## src/rtl/uncache_pkg.sv

```systemverilog
`default_nettype none
// ============================================================================
// uncache_pkg : shared types and AXI constants for the uncached data path
// Revision    : 1.0
// ============================================================================
package uncache_pkg;

  typedef enum logic [2:0] {
    S_IDLE    = 3'd0,
    S_RD_AR   = 3'd1,
    S_RD_R    = 3'd2,
    S_WR_AW_W = 3'd3,
    S_WR_B    = 3'd4,
    S_DONE    = 3'd5
  } uc_state_e;

  localparam logic [1:0] AXI_BURST_INCR = 2'b01;
  localparam logic [7:0] AXI_LEN_SINGLE = 8'd0;

  // Same encoding as the translation stage's data_size.
  localparam logic [1:0] SIZE_BYTE = 2'd0;
  localparam logic [1:0] SIZE_HALF = 2'd1;
  localparam logic [1:0] SIZE_WORD = 2'd2;

  function automatic logic [2:0] axi_size(input logic [1:0] sz);
    return {1'b0, sz};
  endfunction

endpackage
`default_nettype wire

```

## src/rtl/d_uncache_axi.sv

```systemverilog
`default_nettype none
// ============================================================================
// d_uncache_axi : single-beat AXI master for uncached (kseg1/MMIO) loads and
//                 stores; stalls the memory stage until the access completes.
// Revision      : 1.0
// ============================================================================
module d_uncache_axi
  import uncache_pkg::*;
#(
  parameter int                  AXI_ID_W = 4,
  parameter logic [AXI_ID_W-1:0] AXI_ID   = 4'd2
) (
  input  logic                clk,
  input  logic                resetn,
  input  logic                req,
  input  logic                req_wr,
  input  logic [1:0]          req_size,
  input  logic [31:0]         req_paddr,
  input  logic [3:0]          req_wstrb,
  input  logic [31:0]         req_wdata,
  input  logic                pipe_hold,
  output logic [31:0]         rdata,
  output logic                stall,
  output logic [AXI_ID_W-1:0] arid,
  output logic [31:0]         araddr,
  output logic [7:0]          arlen,
  output logic [2:0]          arsize,
  output logic [1:0]          arburst,
  output logic                arvalid,
  input  logic                arready,
  input  logic [31:0]         rdata_axi,
  input  logic [1:0]          rresp,
  input  logic                rlast,
  input  logic                rvalid,
  output logic                rready,
  output logic [AXI_ID_W-1:0] awid,
  output logic [31:0]         awaddr,
  output logic [7:0]          awlen,
  output logic [2:0]          awsize,
  output logic [1:0]          awburst,
  output logic                awvalid,
  input  logic                awready,
  output logic [31:0]         wdata,
  output logic [3:0]          wstrb,
  output logic                wlast,
  output logic                wvalid,
  input  logic                wready,
  input  logic [1:0]          bresp,
  input  logic                bvalid,
  output logic                bready
);

  uc_state_e   state_q, state_d;
  logic        aw_done_q, aw_done_d;
  logic        w_done_q, w_done_d;
  logic [31:0] paddr_q;
  logic [1:0]  size_q;
  logic [3:0]  wstrb_q;
  logic [31:0] wdata_q;
  logic [31:0] rdata_q;

  logic        aw_hs;
  logic        w_hs;
  logic        both_done;

  // Error responses and rlast carry no information for a single-beat access.
  logic        unused_resp;
  assign unused_resp = ^{rresp, rlast, bresp};

  assign aw_hs     = awvalid & awready;
  assign w_hs      = wvalid & wready;
  assign both_done = (aw_done_q | aw_hs) & (w_done_q | w_hs);

  always_ff @(posedge clk or negedge resetn) begin
    if (!resetn) begin
      state_q   <= S_IDLE;
      aw_done_q <= 1'b0;
      w_done_q  <= 1'b0;
    end else begin
      state_q   <= state_d;
      aw_done_q <= aw_done_d;
      w_done_q  <= w_done_d;
    end
  end

  always_comb begin
    state_d   = state_q;
    aw_done_d = aw_done_q;
    w_done_d  = w_done_q;
    case (state_q)
      S_IDLE:    if (req) state_d = req_wr ? S_WR_AW_W : S_RD_AR;
      S_RD_AR:   if (arready) state_d = S_RD_R;
      S_RD_R:    if (rvalid) state_d = S_DONE;
      S_WR_AW_W: begin
        if (both_done) begin
          state_d   = S_WR_B;
          aw_done_d = 1'b0;
          w_done_d  = 1'b0;
        end else begin
          aw_done_d = aw_done_q | aw_hs;
          w_done_d  = w_done_q | w_hs;
        end
      end
      S_WR_B:    if (bvalid) state_d = S_DONE;
      // Leaving DONE goes to IDLE only; the lingering req is never re-issued.
      S_DONE:    if (!pipe_hold) state_d = S_IDLE;
      default:   state_d = S_IDLE;
    endcase
  end

  always_comb begin
    arvalid = 1'b0;
    rready  = 1'b0;
    awvalid = 1'b0;
    wvalid  = 1'b0;
    bready  = 1'b0;
    stall   = 1'b0;
    case (state_q)
      S_IDLE:    stall = req;
      S_RD_AR:   begin arvalid = 1'b1; stall = 1'b1; end
      S_RD_R:    begin rready = 1'b1; stall = 1'b1; end
      S_WR_AW_W: begin
        awvalid = ~aw_done_q;
        wvalid  = ~w_done_q;
        stall   = 1'b1;
      end
      S_WR_B:    begin bready = 1'b1; stall = 1'b1; end
      default:   stall = 1'b0;
    endcase
  end

  always_ff @(posedge clk or negedge resetn) begin
    if (!resetn) begin
      paddr_q <= 32'd0;
      size_q  <= 2'd0;
      wstrb_q <= 4'd0;
      wdata_q <= 32'd0;
      rdata_q <= 32'd0;
    end else begin
      if (state_q == S_IDLE && req) begin
        paddr_q <= req_paddr;
        size_q  <= req_size;
        wstrb_q <= req_wstrb;
        wdata_q <= req_wdata;
      end
      if (state_q == S_RD_R && rvalid) begin
        rdata_q <= rdata_axi;
      end
    end
  end

  assign rdata   = rdata_q;

  assign arid    = AXI_ID;
  assign araddr  = paddr_q;
  assign arlen   = AXI_LEN_SINGLE;
  assign arsize  = axi_size(size_q);
  assign arburst = AXI_BURST_INCR;

  assign awid    = AXI_ID;
  assign awaddr  = paddr_q;
  assign awlen   = AXI_LEN_SINGLE;
  assign awsize  = axi_size(size_q);
  assign awburst = AXI_BURST_INCR;

  assign wdata   = wdata_q;
  assign wstrb   = wstrb_q;
  assign wlast   = 1'b1;

endmodule
`default_nettype wire
```

## config.mk

```make
export PLATFORM = sky130hd
export DESIGN_NAME = d_uncache_axi
export DESIGN_NICKNAME = d
export VERILOG_FILES = /design/src/rtl/uncache_pkg.sv /design/src/rtl/d_uncache_axi.sv
export SDC_FILE = /design/constraint.sdc
export NUM_CORES = 1
export LEC_CHECK = 0
export ABC_AREA = 1
export BUFFER_PORTS_ARGS = -buffer_cell sky130_fd_sc_hd__clkbuf_2
export CAP_MARGIN = 0
export CORE_AREA = 4 4 110 112
export CTS_CLUSTER_SIZE = 20
export DETAILED_ROUTE_END_ITERATION = 16
export DIE_AREA = 0 0 114 116
export PLACE_DENSITY = 0.81
export SETUP_SLACK_MARGIN = 0.5
export SLEW_MARGIN = 25
export SYNTH_ARGS = -nofsm -noshare
export SYNTH_HDL_FRONTEND = slang
export SYNTH_SLANG_ARGS = --single-unit
```

## constraint.sdc

```tcl
create_clock -name clk -period 4.3 [get_ports clk]
set_clock_uncertainty 0.05 [all_clocks]
set_input_delay 0.43 -clock clk [delete_from_list [all_inputs] [get_ports clk]]
set_output_delay 0.43 -clock clk [all_outputs]
set_load 0.01 [all_outputs]
```

# After elaboration in Yosys (flattened, before gate mapping)
# Index checks and enable logic that the tools add are counted.
# Widths: inputs -> output; s select.
# word_totals
register_bits,107
output_inout_bits,173
# op_classes
n_eq_ne,11
muxes,16
bitwise_logic,7
n_reduce_logical,5
# op_table
cell,n
$mux 3,6
$pmux 3 s6,1
$ne 2x2->1 const B,6
$mux 1,7
$eq 3x2->1 const B,2
$eq 3x3->1 const B,2
$reduce_and 6->1,1
$reduce_or 4->1,1
$and 1x1->1,3
$eq 3x1->1 const B,1
$logic_not 3->1,1
$logic_and 1x1->1,2
$mux 2,1
$not 1->1,2
$or 1x1->1,2
$pmux 1 s2,1

# Logic depth before layout (Yosys ltp)
# Gate-level depths: netlist of run 1.
# logic_depth
depth_word,7
ltp_mapped,9
ltp_nobuf,8

# Worst setup path before layout of run 1
# Ideal clock, no wire load.
# synth_path
path_kind,register to output
from,register state_q[0]
to,output stall
arrival_time_ns,1.320
slack_ns,2.500
stages_incl_launch_ff,6
n_path_buf,2
cell_sequence,dfrtp_1 buf_4 nor3_4 nand2_1 clkbuf_1 o21ai_0
# synth_via
elab_chain_cells,3
elab_cells_between_ends,7
cone_classes,eq/ne (4); mux (1); reduce/logical (2)
# synth_rtl
element,line_no,source
start: declaration,d_uncache_axi.sv:53,"uc_state_e state_q, state_d;"
start signal: assignment,d_uncache_axi.sv:80,state_q <= state_d;
$eq 3x2->1 (tied with other cells),d_uncache_axi.sv:118,case (state_q)
$reduce_or 4->1 (no line),n/a,
$pmux 1 s2 (*),d_uncache_axi.sv:118,
end: declaration,d_uncache_axi.sv:23,"output logic stall,"
# Every way passes the cells marked *; elsewhere a longest branch is shown, timed or not.

# Worst setup path after layout of run 1
# layout_path
from,register state_q[1]
to,output rready
# layout_via
elab_chain_cells,2
# layout_rtl
element,line_no,source
$eq 3x2->1,d_uncache_axi.sv:118,
$mux 1,d_uncache_axi.sv:118,
end: declaration,d_uncache_axi.sv:35,"output logic rready,"
# No other way between the ends.

==> results of run 1 <==
==> sequential cells by signal (all words and copies together), names as in the netlist <==
name and count:
w_done_q 1, aw_done_q 1, wdata 32, araddr 32
wstrb 4, rdata 32, state_q 3, size_q 2
==> power by group through the flow <==
stage          sequential (mW)  clock (mW)  combinational (mW)
5_1_grt                   1.87       0.826                2.15
6_report                  1.80       0.758                1.92
3_5_place_dp              1.81           0                1.96
2_1_floorplan             1.95           0                1.12
3_3_place_gp              1.81           0                1.90
4_1_cts                   1.81       0.778                1.95
==> metrics by stage <==
stage / util (%) / total power, mW / cell area [µm²] / worst slack [ns] / hold WS [ns]
after detailed placement: 51.96 / 3.769 / 5832 / 1.957 / 0.4074
after global routing: 54.36 / 4.848 / 6101 / 1.733 / 0.1748
after CTS: 54.36 / 4.539 / 6101 / 1.869 / 0.1492
after global placement: 51.96 / 3.714 / 5832 / 2.003 / 0.4035
final: 54.36 / 4.483 / 6101 / 1.864 / 0.1085
after floorplan: - / 3.075 / 4986 / 2.500 / 0.08441
==> synth_stat cells <==
cell / count
nand2_1: 228
nand3_1: 109
dfrtp_1: 107
buf_4: 66
buf_2: 18
clkbuf_1: 14
inv_1: 12
nor2_1: 9
conb_1: 2
inv_2: 2
o21ai_0: 2
a21oi_1: 1
buf_1: 1
nand2_2: 1
nand3b_1: 1
nand4_1: 1
nor2_4: 1
nor3_4: 1
==> final cells by class <==
type	instances	area, µm²	share of cell area [%]
tap	143	178.9	2.933
clock inverter	4	26.28	0.4307
timing repair buffer	258	1306	21.41
inverter	14	52.55	0.8614
clock buffer	11	242.7	3.979
multi-input combinational	385	1617	26.50
sequential	107	2678	43.89
==> path summary, 6_finish.rpt <==
check / start / endpoint / slack (ns)
min: resetn / rdata[21] / 0.11
max in group asynchronous: resetn / rdata[1] / 2.99
min in group clk: req_wdata[23] / wdata[23] / 0.27
max: state_q[1] / rready / 1.86
min reg2reg: wdata[21] / wdata[21] / 0.42
max reg2reg: state_q[1] / rdata[28] / 1.93
==> worst max-delay path, cell delays in order (launching register included) <==
cell	delay, ns
dfrtp_1	0.47
inv_2	0.09
nor2_1	0.16
inv_2	0.07
nor2_4	0.56
clkbuf_2	0.26
==> kinds of logic (layout without fill, tap and decap cells) <==
kind of cell,after synthesis,after routing
DFF,107,107
and+or+nand+nor,351,351
AOI/OAI and AO/OA,3,3
other,2,31
buffers and inverters,113,287
==> per-layer routing <==
metal	vias to the layer above	part of all wire, %
li1	2111	-
met1	1961	40
met2	202	49
met3	19	9.5
met4	2	1.8
met5	-	0.085
==> impl_metrics.json, run 1 <==
{
  "cp.arrival_ns": 1.96,
  "drt_wl_total_um": 12930,
  "mostFrequentLayoutCells": "clkbuf_2, nand2_1, nand3_1",
  "die_w_um": 114,
  "drc": 0,
  "setup_tns_ns": 0,
  "netlist_area_um2": 4877,
  "pwr-share-comb_pct": 42.9,
  "grtUsageMet1_pct": 23.46,
  "setup-violations-final": 0,
  "clk_latency_ns": 0.33,
  "vdd_ir_drop_max_mv": 0.3684,
  "dr.first_iter.drc_count": 364,
  "grt_usage_pct": 18.89,
  "worst_pin_slew_ns": 0.8014,
  "swShare_pct": 42.06,
  "n_fill_cell": 1042,
  "first_global_vias": 3935,
  "syn_inst": 576,
  "via_per_inst": 4.658,
  "clockPowerShare_pct": 16.9,
  "synth-seq-cells": 107,
  "seqPwrFrac_pct": 40.2,
  "clockBufferDepth": 2,
  "path_clk_slew_ns": 0.07,
  "hold_path_class": "primary input to async pin",
  "met3_usage_pct": 4.700,
  "cp-start-kind": "register",
  "power.switching_mw": 1.885,
  "placed_cells": 907,
  "p_int_mw": 2.598,
  "power_density_nw_per_um2": 734.8,
  "worst_setup_path_end_kind": "output port",
  "clock-sinks": 107,
  "synth_top_area_cell": "dfrtp_1",
  "power_leakage_nw": 3.722,
  "dieArea_um2": 13220,
  "stdcell_count": 922,
  "path_max_fanout": 34,
  "core_area_um2": 11220,
  "cts_tree": "yes",
  "start_util_pct": 43.46,
  "rsz0062_at_grt": "no",
  "synth_mux_area_share_pct": 0,
  "yosys.area.top_type_share_pct": 54.90,
  "status": "completed",
  "grt_overflow_total": 0,
  "antenna_found_initial": 1,
  "cts_buffers": 9,
  "globalplace.congestion": 0.8058,
  "drive_gt1_share_pct": 35.69,
  "grt_max_degree": 71,
  "drv_cap": 0,
  "synth.avg_cell_area_um2": 8.467,
  "root_buffer": "clkbuf_16",
  "post_cts_buffers": 0,
  "ys_warn_count": 0,
  "dr.pass1.iters": 5,
  "htreeDepth": 3,
  "drv_slew": 0,
  "std_cell_rows": 39,
  "dp_hpwl_um": 9377,
  "fmax_mhz": 410.5,
  "fin_crit_sh_pct": 56.65,
  "grtUsageMet2_pct": 32.12,
  "die_y_um": 116,
  "period_minus_slack_ns": 2.436,
  "route.vias.total": 4295,
  "portBuffers": 253,
  "n_antenna_cell": 0,
  "ys_types": 18,
  "wl_per_cell_um": 14.02,
  "synth_top_family_by_area": "simple AND/OR/NAND/NOR gates",
  "top_usage_layer": "met2",
  "crit_required_ns": 3.82,
  "synth-compound-area-share_pct": 0.3079,
  "synthSimpleGateAreaFrac_pct": 30.40,
  "area_growth_pct": 25.09,
  "relSlewSlack_pct": 46.58,
  "grt_pass1_wl_um": 19880,
  "ant_nets": 0,
  "hold_viol": 0,
  "rr_worst_depth": 7,
  "synth_xor_area_share_pct": 0,
  "synthAdderAreaFrac_pct": 0,
  "cts_resized": 0,
  "layout.cells.most_common": "clkbuf_2",
  "ctsHoldBuffers": 0,
  "worstSetupPathType": "register to output port",
  "io_pins": 290,
  "synth_seq_area_share_pct": 54.90,
  "final_nets": 892,
  "synthTopCellsByArea": "dfrtp_1, nand2_1, nand3_1"
}
(Power assumes the default switching activity.)
==> inputs of run 2 (changes only) <==
--- a/config.mk
+++ b/config.mk
@@ -5,14 +5,15 @@
 export SDC_FILE = /design/constraint.sdc
 export NUM_CORES = 1
 export LEC_CHECK = 0
-export ABC_AREA = 1
+export ABC_AREA = 0
 export BUFFER_PORTS_ARGS = -buffer_cell sky130_fd_sc_hd__clkbuf_2
 export CAP_MARGIN = 0
-export CORE_AREA = 4 4 110 112
+export CORE_ASPECT_RATIO = 1.2
+export CORE_MARGIN = 4
+export CORE_UTILIZATION = 40
 export CTS_CLUSTER_SIZE = 20
 export DETAILED_ROUTE_END_ITERATION = 16
-export DIE_AREA = 0 0 114 116
-export PLACE_DENSITY = 0.81
+export PLACE_DENSITY = 0.77
 export SETUP_SLACK_MARGIN = 0.5
 export SLEW_MARGIN = 25
 export SYNTH_ARGS = -nofsm -noshare
==> constraint.sdc (replaced) <==
create_clock -name clk -period 2.12 [get_ports clk]
set_clock_uncertainty 0.05 [all_clocks]
set_input_delay 0.212 -clock clk [delete_from_list [all_inputs] [get_ports clk]]
set_output_delay 0.212 -clock clk [all_outputs]
set_load 0.01 [all_outputs]
==> run 2 against run 1 <==
  * Die area is 7.5% higher
  * Count of clock-buffer cells in the layout is 1 lower
  * Via count is 20% lower
  * Sequential cell count stayed put
  * Design area is 10% higher
  * Synthesized cell count is 43% lower
  * Sequential power is 110% higher
  * Core utilization is 1.1 points higher
  * Sequential share of layout area is 4.0 points lower
  * Area after synthesis is 1.4% higher
  * Register-to-register slack worse by 1.4 ns
==> impl_metrics.json, run 2 <==
{
  "hold_path_class": "primary input to register",
  "n_fill_cell": 1031,
  "worst_setup_path_end_kind": "register",
  "clk_latency_ns": 0.33,
  "yosys.area.top_type_share_pct": 54.12,
  "fmax_mhz": 627.9,
  "cp-start-kind": "register",
  "synth-seq-cells": 107,
  "grt_pass1_wl_um": 17800,
  "netlist_area_um2": 4947,
  "dr.first_iter.drc_count": 100,
  "dieArea_um2": 14220,
  "drt_wl_total_um": 12640,
  "synth-compound-area-share_pct": 1.543,
  "syn_inst": 328,
  "hold_viol": 0,
  "synth_top_area_cell": "dfrtp_1",
  "ant_nets": 0,
  "path_clk_slew_ns": 0.08,
  "power_leakage_nw": 3.574,
  "route.vias.total": 3424,
  "dp_hpwl_um": 8831,
  "clockBufferDepth": 2,
  "synth_top_family_by_area": "multiplexers",
  "synth_xor_area_share_pct": 0,
  "cts_buffers": 9,
  "first_global_vias": 3469,
  "path_buf_inv": 2,
  "std_cell_rows": 44,
  "setup-violations-final": 0,
  "power.switching_mw": 3.791,
  "rsz0062_at_grt": "yes",
  "wl_per_cell_um": 17.25,
  "critPathMaxStageDelay_ns": 0.45,
  "cp.arrival_ns": 1.76,
  "path_depth": 5,
  "root_buffer": "clkbuf_16",
  "via_per_inst": 4.671,
  "crit_path_cell_trace": "nand2b_2 > nor2_4 > buf_12 > clkbuf_16 > mux2_4",
  "synthSimpleGateAreaFrac_pct": 2.377,
  "fin_crit_sh_pct": 75.12,
  "synth_edf_count": 0,
  "synth_ff_type": "dfrtp_1",
  "synth_mux_area_share_pct": 28.93,
  "grt_overflow_total": 0,
  "drv_slew": 0,
  "start_util_pct": 40.85,
  "htreeDepth": 3,
  "globalplace.congestion": 0.8450,
  "seqPwrFrac_pct": 35.1,
  "synth_common_cells": "dfrtp_1, mux2_4, buf_4",
  "worstSetupPathType": "register to register",
  "ys_types": 27,
  "rr_worst_depth": 5,
  "grt_usage_pct": 16.19,
  "n_antenna_cell": 0,
  "path_max_fanout": 8,
  "cts_tree": "yes",
  "synthAdderAreaFrac_pct": 0,
  "ff_latch_area_um2": 2679,
  "multi_input_area_um2": 1882,
  "yosysMostFrequentCell": "dfrtp_1",
  "clock-sinks": 107,
  "power_density_nw_per_um2": 1621,
  "clockPowerShare_pct": 15.6,
  "crit_required_ns": 2.29,
  "pwr-share-comb_pct": 49.3,
  "synthTopCellsByArea": "dfrtp_1, mux2_4, buf_4",
  "drive_gt1_share_pct": 70.10,
  "setup_tns_ns": 0,
  "crit_family": "flip-flops",
  "die_w_um": 109.5,
  "reg2reg_slack_ns": 0.53,
  "core_area_um2": 12110,
  "mostFrequentLayoutCells": "clkbuf_2, dfrtp_1, mux2_4",
  "final_nets": 684,
  "drv_cap": 0,
  "synth_seq_area_share_pct": 54.12,
  "slowest_stage": "dfrtp_2",
  "placed_cells": 699,
  "grt_max_degree": 60,
  "area_growth_pct": 35.86,
  "dr.pass1.iters": 4,
  "antenna_found_initial": 0,
  "swShare_pct": 34.80,
  "io_pins": 290,
  "drc": 0,
  "period_minus_slack_ns": 1.593,
  "synth.avg_cell_area_um2": 15.08,
  "stdcell_count": 733,
  "layout.cells.most_common": "clkbuf_2",
  "die_y_um": 129.8,
  "p_int_mw": 7.103,
  "async_flop_share_pct": 100.0,
  "portBuffers": 253,
  "status": "completed",
  "ys_warn_count": 0,
  "vdd_ir_drop_max_mv": 0.7230,
  "holdPathStages": 2
}
==> run 2: cell types whose count changed after synthesis, sizes merged, moves of 6 or more <==
cell,before,now
buf,85,79
nand2,229,2
inv,14,2
mux2,0,102
nand3,109,1
clkbuf,14,0
==> run 2: area by class of cell <==
class	count	area share (%)
clock buffers	10	3.407
clock inverters	6	1.061
inverters	2	0.1117
multi-input cells	169	28.00
flip-flops and latches	107	39.85
well taps	161	2.997
repair buffers	278	24.57
==> run 2: power by group through the flow <==
| stage | combinational, mW | clock (mW) | sequential (mW) |
|---|---|---|---|
| after detailed placement | 4.77 | 0 | 3.83 |
| final | 5.37 | 1.70 | 3.82 |
| after global routing | 5.73 | 1.85 | 3.98 |
| after floorplan | 2.95 | 0 | 4.19 |
| after global placement | 4.67 | 0 | 3.75 |
| after CTS | 5.01 | 1.75 | 3.81 |
==> run 2: worst paths after layout <==
check	start	endpoint
worst max-delay path	state_q[2]	rdata[31]
worst min-delay path	req_paddr[18]	araddr[18]
worst max register to register	state_q[2]	rdata[31]
worst min register to register	rdata[9]	rdata[9]
max in group asynchronous	resetn	wdata[21]
min in group asynchronous	resetn	araddr[13]
==> run 2: stage by stage <==
stage                     worst slack, ns  util [%]  power [mW]  cell area, µm²  hold WS, ns
after CTS                          0.4447     53.45       10.57            6474      0.03534
final                              0.5274     55.50       10.89            6721      0.04565
after global placement             0.4188     49.58       8.414            6005       0.1099
after floorplan                    0.6674         -       7.140            5056      -0.1336
after global routing               0.4651     55.50       11.55            6721      0.02731
after detailed placement           0.3849     49.58       8.601            6005       0.1234
==> run 2: cells by family (layout without fill, tap and decap cells) <==
family,count (synthesis),count (layout)
multiplexers,104,104
other,2,31
buffers and inverters,81,296
AO/OA/AOI/OAI,11,11
AND/OR/NAND/NOR,23,23
flip-flops,107,107
==> run 2: repair_timing <==
item / in CTS / in global routing
pin swaps: 1 / 3
buffers inserted: 4 / 6
hold endpoints to repair: 29 / 0
endpoints found under the setup margin: 101 / 103
cloned: 3 / 4
hold buffers: 1 / 0
gates resized for setup: 5 / 36
==> run 2: metal layers <==
metal	vias up	routed length, µm	GRT usage [%]
met5	-	0	0
met4	0	211	4.916
met3	16	833	4.156
met2	182	6982	30.26
met1	1729	4616	17.80
li1	1497	-	-
